**config.mk**
```make
export PLATFORM = sky130hd
export DESIGN_NAME = stfq_rank_computer
export DESIGN_NICKNAME = d
export VERILOG_FILES = /design/src/rtl/stfq_pkg.sv /design/src/rtl/flow_occupancy.sv /design/src/rtl/stfq_rank_computer.sv
export SDC_FILE = /design/constraint.sdc
export NUM_CORES = 2
export LEC_CHECK = 0
export CAP_MARGIN = 20
export CORE_MARGIN = 2
export CORE_UTILIZATION = 35
export CTS_BUF_LIST = sky130_fd_sc_hd__clkbuf_8
export DETAILED_ROUTE_END_ITERATION = 10
export PLACE_DENSITY = 0.63
export SYNTH_ARGS = -nofsm -noshare
export SYNTH_HDL_FRONTEND = slang
export SYNTH_HIERARCHICAL = 1
export SYNTH_SLANG_ARGS = --single-unit
```
**constraint.sdc**
```tcl
create_clock -name clk -period 11.15 [get_ports clk]
set_clock_uncertainty 0.05 [all_clocks]
set_input_delay 3.345 -clock clk [delete_from_list [all_inputs] [get_ports clk]]
set_output_delay 3.345 -clock clk [all_outputs]
set_load 0.05 [all_outputs]
```
**src/rtl/stfq_pkg.sv**
```systemverilog
// Shared widths, types and the saturating rank adder for the STFQ rank path.
package stfq_pkg;

  localparam int RANK_W = 32;
  localparam int LEN_W  = 16;
  localparam int COST_W = 16;

  typedef logic [RANK_W-1:0] rank_t;
  typedef logic [LEN_W-1:0]  len_t;
  typedef logic [COST_W-1:0] cost_t;

  localparam rank_t RANK_MAX = 32'hFFFF_FFFF;

  // Ranks clamp at RANK_MAX instead of wrapping, so ordering is never inverted.
  function automatic rank_t sat_add(input rank_t a, input rank_t b);
    logic [RANK_W:0] sum;
    sum = {1'b0, a} + {1'b0, b};
    return sum[RANK_W] ? RANK_MAX : sum[RANK_W-1:0];
  endfunction

endpackage

```
**src/rtl/flow_occupancy.sv**
```systemverilog
// Per-flow packet counters; a simultaneous inc and dec on one flow cancel out.
module flow_occupancy #(
  parameter int FLOWS = 10,
  parameter int SIZE  = 50,
  parameter int FID_W = $clog2(FLOWS),
  parameter int CNT_W = $clog2(SIZE + 1)
) (
  input  logic             clk,
  input  logic             rst,
  input  logic             inc,
  input  logic [FID_W-1:0] inc_flow,
  input  logic             dec,
  input  logic [FID_W-1:0] dec_flow,
  output logic [FLOWS-1:0] full
);

  localparam logic [CNT_W-1:0] OCC_MAX  = CNT_W'(SIZE);
  localparam logic [CNT_W-1:0] OCC_ZERO = {CNT_W{1'b0}};
  localparam logic [CNT_W-1:0] OCC_ONE  = {{(CNT_W-1){1'b0}}, 1'b1};

  logic [CNT_W-1:0] occ_r [FLOWS];
  logic [FLOWS-1:0] inc_vec_s;
  logic [FLOWS-1:0] dec_vec_s;

  // Decode the inc/dec strobes per flow and flag flows at the limit.
  always_comb begin
    inc_vec_s = {FLOWS{1'b0}};
    dec_vec_s = {FLOWS{1'b0}};
    full      = {FLOWS{1'b0}};
    for (int i = 0; i < FLOWS; i++) begin
      inc_vec_s[i] = inc && (int'(inc_flow) == i);
      dec_vec_s[i] = dec && (int'(dec_flow) == i);
      full[i]      = (occ_r[i] == OCC_MAX);
    end
  end

  // Counter update; saturates at both ends.
  always_ff @(posedge clk) begin
    for (int i = 0; i < FLOWS; i++) begin
      if (rst) begin
        occ_r[i] <= OCC_ZERO;
      end else begin
        case ({inc_vec_s[i], dec_vec_s[i]})
          2'b10: if (occ_r[i] != OCC_MAX)  occ_r[i] <= occ_r[i] + OCC_ONE;
          2'b01: if (occ_r[i] != OCC_ZERO) occ_r[i] <= occ_r[i] - OCC_ONE;
          default: occ_r[i] <= occ_r[i];
        endcase
      end
    end
  end

endmodule

```
**src/rtl/stfq_rank_computer.sv**
```systemverilog
// Computes Start-Time Fair Queueing ranks for classified packets and pushes them
// into the per-flow rank store, guarding against store overflow.
module stfq_rank_computer
  import stfq_pkg::*;
#(
  parameter int FLOWS = 10,
  parameter int SIZE  = 50,
  parameter int FID_W = $clog2(FLOWS)
) (
  input  logic             clk,
  input  logic             rst,
  input  logic             in_valid,
  output logic             in_ready,
  input  logic [FID_W-1:0] in_flow,
  input  logic [15:0]      in_len,
  input  logic [31:0]      in_value,
  input  logic             cfg_wr,
  input  logic [FID_W-1:0] cfg_flow,
  input  logic [15:0]      cfg_cost,
  input  logic             deq_valid,
  input  logic [FID_W-1:0] deq_flow,
  input  logic [31:0]      deq_rank,
  output logic             push,
  output logic [31:0]      push_rank,
  output logic [31:0]      push_value,
  output logic [FLOWS-1:0] push_flow,
  output logic             drop_err
);

  rank_t            vtime_r;
  rank_t            last_finish_r [FLOWS];
  cost_t            cost_r [FLOWS];
  logic             push_r;
  rank_t            push_rank_r;
  logic [31:0]      push_value_r;
  logic [FLOWS-1:0] push_flow_r;
  logic             drop_err_r;

  logic             flow_ok_s;
  logic             deq_ok_s;
  logic             cfg_ok_s;
  logic             accept_s;
  logic             push_en_s;
  logic [FID_W-1:0] flow_idx_s;
  logic [FLOWS-1:0] full_s;
  rank_t            ev_s;
  rank_t            start_s;
  rank_t            prod_s;
  rank_t            finish_s;

  // Handshake, range checks and the rank arithmetic for the offered packet.
  always_comb begin
    flow_ok_s  = int'(in_flow) < FLOWS;
    deq_ok_s   = deq_valid && (int'(deq_flow) < FLOWS);
    cfg_ok_s   = cfg_wr && (int'(cfg_flow) < FLOWS);
    flow_idx_s = flow_ok_s ? in_flow : {FID_W{1'b0}};
    in_ready   = !rst && (!flow_ok_s || !full_s[flow_idx_s]);
    accept_s   = in_valid && in_ready;
    push_en_s  = accept_s && flow_ok_s;
    // A same-cycle dequeue advances virtual time for this packet already.
    ev_s       = (deq_valid && (deq_rank > vtime_r)) ? deq_rank : vtime_r;
    start_s    = (last_finish_r[flow_idx_s] > ev_s) ? last_finish_r[flow_idx_s] : ev_s;
    prod_s     = rank_t'(in_len) * rank_t'(cost_r[flow_idx_s]);
    finish_s   = sat_add(start_s, prod_s);
  end

  flow_occupancy #(
    .FLOWS (FLOWS),
    .SIZE  (SIZE),
    .FID_W (FID_W)
  ) u_occ (
    .clk      (clk),
    .rst      (rst),
    .inc      (push_en_s),
    .inc_flow (flow_idx_s),
    .dec      (deq_ok_s),
    .dec_flow (deq_flow),
    .full     (full_s)
  );

  // Flow state, virtual time and the registered push interface.
  always_ff @(posedge clk) begin
    if (rst) begin
      vtime_r      <= 32'd0;
      push_r       <= 1'b0;
      push_rank_r  <= 32'd0;
      push_value_r <= 32'd0;
      push_flow_r  <= {FLOWS{1'b0}};
      drop_err_r   <= 1'b0;
      for (int i = 0; i < FLOWS; i++) begin
        last_finish_r[i] <= 32'd0;
        cost_r[i]        <= 16'd1;
      end
    end else begin
      push_r     <= push_en_s;
      drop_err_r <= accept_s && !flow_ok_s;
      if (push_en_s) begin
        push_rank_r               <= start_s;
        push_value_r              <= in_value;
        push_flow_r               <= {{(FLOWS-1){1'b0}}, 1'b1} << flow_idx_s;
        last_finish_r[flow_idx_s] <= finish_s;
      end
      if (cfg_ok_s) begin
        cost_r[cfg_flow] <= cfg_cost;
      end
      if (deq_valid && (deq_rank > vtime_r)) begin
        vtime_r <= deq_rank;
      end
    end
  end

  assign push       = push_r;
  assign push_rank  = push_rank_r;
  assign push_value = push_value_r;
  assign push_flow  = push_flow_r;
  assign drop_err   = drop_err_r;

endmodule

```
# == After elaboration in Yosys (flattened, before gate mapping) ==
# Memory sizes are Yosys's and may differ from the RTL's.
# Cells that the tools add are included.
# totals
in_bits,113
ff_bits,108
word_cells,341
ram_bits,540
n_memories,3
# op_classes
reduce_logical,55
muxes,160
add_sub_neg,21
n_mul,1
n_bitwise,30
shift,1
magnitude_cmp,6
eq_ne,58
# memory_table
memory,words,word_bits,read_ports,rd_clocked_by_memory_dff,write_ports,line,text
last_finish_r,10,32,1,0,10,stfq_rank_computer.sv:31,rank_t last_finish_r [FLOWS];
cost_r,10,16,1,0,10,stfq_rank_computer.sv:32,cost_t cost_r [FLOWS];
u_occ.occ_r,10,6,10,0,10,flow_occupancy.sv:21,logic [CNT_W-1:0] occ_r [FLOWS];
# op_table
op,n
$mux W6,30
$mux W32,4
$mux W1,121
$gt A32 B32 Y1,2
$add A6 B1 Y6 const B,10
$eq A6 B6 Y1 const B,10
$ne A6 B6 Y1 const B,10
$reduce_bool A6 Y1,10
$sub A6 B1 Y6 const B,10
$eq A4 B4 Y1 const B,12
$add A32 B32 Y33,1
$mul A16 B16 Y32,1
$reduce_or A32 Y1,1
$or A1 B1 Y1,30
$logic_and A1 B1 Y1,27
$eq A2 B1 Y1 const B,10
$eq A2 B2 Y1 const B,10
$reduce_or A2 Y1,10
$eq A4 B3 Y1 const B,4
$mux W16,1
$reduce_or A16 Y1,1
$lt A4 B4 Y1 const B,3
$mux W4,3
$shl A1 B4 Y10 const A,1
6 further kinds,10

# == Logic depth before layout (Yosys ltp) ==
# depth
ltp_word,17
mapped_depth,38
mapped_depth_nobuf,32

# == By module ==
# The synthesis kept the hierarchy.
# by_module_without_submodules
module,cells_per_inst,area_each_um2,instances,seq_area_each_um2
stfq_rank_computer,3586,36995.5,1,16575.9
flow_occupancy,610,5382.7,1,1801.7

# == Worst setup path before layout ==
# OpenSTA, ideal clock, no wires.
# synth_path
path_type,input to register
start,input port deq_rank[29]
end,memory last_finish_r[0][13] (netlist name) (data pin)
setup_ps,277
arrival_time_ps,11517
path_slack_ps,-694
required_time_ps,10823
stages,36
cell_sequence,ha_1 > nand4_1 > or4_4 > nor4_4 > a211oi_1 > a21o_1 > buf_2 > buf_6 > buf_2 > a21oi_1 > ha_1 > nand4_1 > nor4_1 > o311ai_0 > a41oi_1 > o21a_1 > clkbuf_1 > clkbuf_1 > nand2_1 > o21ai_0 > ha_1 > fa_1 > inv_1 > fa_1 > fa_1 > inv_1 > ha_1 > clkbuf_1 > a21oi_1 > o2bb2ai_1 > o21ai_1 > nand3_1 > o21ai_1 > buf_2 > mux2i_1 > nor2_1
# synth_lines
element,line,text
"start, declared",stfq_rank_computer.sv:22,"input logic [31:0] deq_rank,"
"end, declared",stfq_rank_computer.sv:31,

==> impl_results.md <==
* Status: complete, but fails checks
* Failing checks: negative setup slack
* Core area at ~120,000 µm²
* Port Buffers at roughly 190
* WL per Instance at between 20 and 25 µm
* Critical path type: primary input to flip-flop
* Clock transition at path regs at about 60 ps
* Design area at 55,200 µm²
* Worst endpoint data arrival time at 11,630 ps
* Startpoint Class: primary input
* TritonCTS clock tree: yes
* Post-synthesis cell count at 4,196
* Worst-Margin Slew at around 1000 ps
* Die area at 124,000 µm²
* Fin crit period at 11,210 ps
* RSZ-0062 raised after global routing: true
* Max Cap Violations at 0
* Fmax at 0.0892 GHz
* Final wirelength at roughly 140 mm
* Count leader, synth: edfxtp_1
* Max clock buf depth at 3
* Hold Vio Cnt, Final at 0
* # IOs at 190
* Die width at 352 µm
* Initial antenna violation count at 3
* Syn avg cell area at 10.1 µm²
* Register area share after synthesis at 43.4%
* Fraction of layout cells with a size suffix above 1 at about a quarter
* EDFF count, synth at 540
* Crit. path cell count at 42
* Starting density of the core at 35.3%
* WP data required at 11,570 ps
* Global Route Usage Sum at between 20% and 30%
* Vias at roughly 36,000
* CP Capture Type: flip-flop
* Crit path buf inv count at 16
* Largest stage delay, worst path at 610 ps
* Slew Viols, Final at 0
* Cell taking the most area after synthesis: edfxtp_1
* Synth Flop Type: edfxtp_1
* Reg2reg end: last_finish_r[9][25]$_DFFE_PP_
* Crit path max fanout at 7
* Final setup fails at 70
* P&R area growth vs syn at 30.2%
* R2R depth at 42
* Die height at 352 µm
* Hold Crit Class: flip-flop to flip-flop
* Cells on Worst Hold Path at 2
* Top post-synthesis cells by count: edfxtp_1 (540), nand2_1 (489), nor2_1 (464)
* First-pass GRT wire length at roughly 210 mm
* Clock Latency Late Sink at 820 ps
* Vias in the first global route at 35,800
* Total gr overflow at 0
* DP Wirelength at 96.7 mm
* Initial drt markers at 3,596
* Nets at 5,458
* Hold path start: push_value[13]$_SDFFE_PP0P_
* Routed met3 length at 11.5 mm
* Synth Net Count at 4,764
* FFs w/ async S/R, synth at 0%
* H-tree Lvls at 3
* Crit path top cell by count: buf_4
* Hold Path Sink: push_value[13]$_SDFFE_PP0P_
* Setup slack, reg-to-reg at 2080 ps
* Synth Cell Area at 42,400 µm²
* Clock root cell: clkbuf_8
* Top cells by area, synth: edfxtp_1 (38%), fa_1 (11%), ha_1 (6.7%), dfxtp_1 (5.1%), nand2_1 (4.3%)
* Final core occ at 46.0%
* RePlAce Congestion at 0.905
* Met1 Wirelength at 59.0 mm
* Std cell rows at roughly 130
* Met2 WL at 64.7 mm
* CTS sink count at 648
* Largest net degree at the start of global routing at 68
* Placed cells at 6,287
* Clock buffer count from CTS at 114
* First-pass DRT Iterations at 6
* Worst reg2reg startpoint: vtime_r[26]$_SDFF_PP0_
* Slew HR at 32.1%
* Top routing layer in use: met5
* Critical path's top delay family: adder cells
* Final WS setup at -62.5 ps
* Final cell count without fillers at 6,595
* Hold Buf Count CTS at 0
* Vias/cell at around 5.5
* Antenna Nets Post-Route at 0
* Setup_tns at -2050 ps
* Synth warnings at 6
* DRC violations left at 0
* Period utilization at 101%
* Placed Area at ~50,000 µm²
* Register bit count reported by yosys at 648
* CP max stage cell: or4_4
* Share of the synthesized area in the top cell type at 38.3%
* Netlist cell types at 94
## worst min-delay path, cell delays in order (launching register included)
cell,delay [ps]
dfxtp_1,310
nand3_1,60
nand2_1,40
## cell usage in the layout (no fill, tap or decap), types with 17 or more instances in the layout
cell	instances
buf_6	39
nand3_1	145
edfxtp_1	540
ha_4	42
nor2b_1	66
buf_12	55
o22ai_1	40
mux2i_1	35
a221o_1	17
fa_1	220
o21a_1	19
and2_1	38
clkbuf_8	122
nand2_1	487
clkinv_1	25
a32oi_1	21
o221ai_1	40
a221oi_1	21
nand2b_1	28
o21ai_0	88
clkdlybuf4s50_1	153
o21ai_1	17
mux2_2	90
a21oi_1	261
nand4_1	44
a21oi_2	25
dfxtp_1	108
a211oi_1	36
buf_4	520
ha_1	186
a31oi_1	23
inv_1	403
nor3_1	42
a21o_1	24
nor2_1	450
## how the worst max path moves through the flow
stage,slack (ps),startpoint,endpoint
global placement,-1420,deq_rank[29],last_finish_r[9][29]$_DFFE_PP_
floorplan,10,deq_rank[27],last_finish_r[0][29]$_SDFFCE_PN0P_
detailed placement,-1620,deq_rank[29],last_finish_r[3][10]$_SDFFCE_PN0P_
CTS,-30,deq_rank[20],last_finish_r[1][29]$_SDFFCE_PN0P_
global route,-310,deq_rank[26],last_finish_r[6][15]$_SDFFCE_PN0P_
finish,-60,deq_rank[26],last_finish_r[9][25]$_DFFE_PP_
## state kept, by name, summed over array words and instances, names as in the netlist, 10 cells and up
signal and flops:
cost_r 160, last_finish_r 320, push_flow 10, push_rank 32
push_value 32, u_occ/occ_r 60, vtime_r 32
## through the flow
step | setup WS, ps | hold WS [ps]
detailed placement | -1620 | 397
global placement | -1420 | 390
finish | -62.5 | 404
global route | -307 | 419
floorplan | 10.2 | 464
CTS | -32.6 | 407
## kinds of logic (layout without fill, tap and decap cells)
| group | count (synthesis) | after routing | share of synthesized area, % |
|---|---|---|---|
| other cells | 0 | 2 | 0 |
| compound gates | 869 | 870 | 13.6 |
| mux | 147 | 148 | 3.84 |
| buf+inv | 628 | 1411 | 5.85 |
| fa+ha+maj | 455 | 455 | 17.5 |
| simple gates | 1422 | 1422 | 15.3 |
| flops | 648 | 648 | 43.4 |
| xor+xnor | 27 | 27 | 0.558 |
## layer usage
layer	GRT usage [%]	vias up
met1	29.8	17800
met4	7.37	2
met2	35.0	1650
met5	0	-
li1	-	16300
met3	3.55	302
## area by class of cell
cell class	count	area, µm²
Inverter	385	1450
Fill cell	11100	64800
Timing Repair Buffer	819	7770
Clock buffer	122	1680
Multi-Input combinational cell	2922	23300
Antenna cell	2	5.00
Clock inverter	85	597
Tap cell	1612	2020
Sequential cell	648	18400
## timing repair
action                                 in CTS  in global routing
setup endpoints to repair                 320                320
pin swaps                                  83                121
cloned                                      6                 17
gates resized for setup                   221                171
setup buffers                              43                 34
endpoints found under the hold margin       0                  0
Power is not shown: default switching activity piles up to over one toggle a cycle in this logic, so the estimate is an artifact.
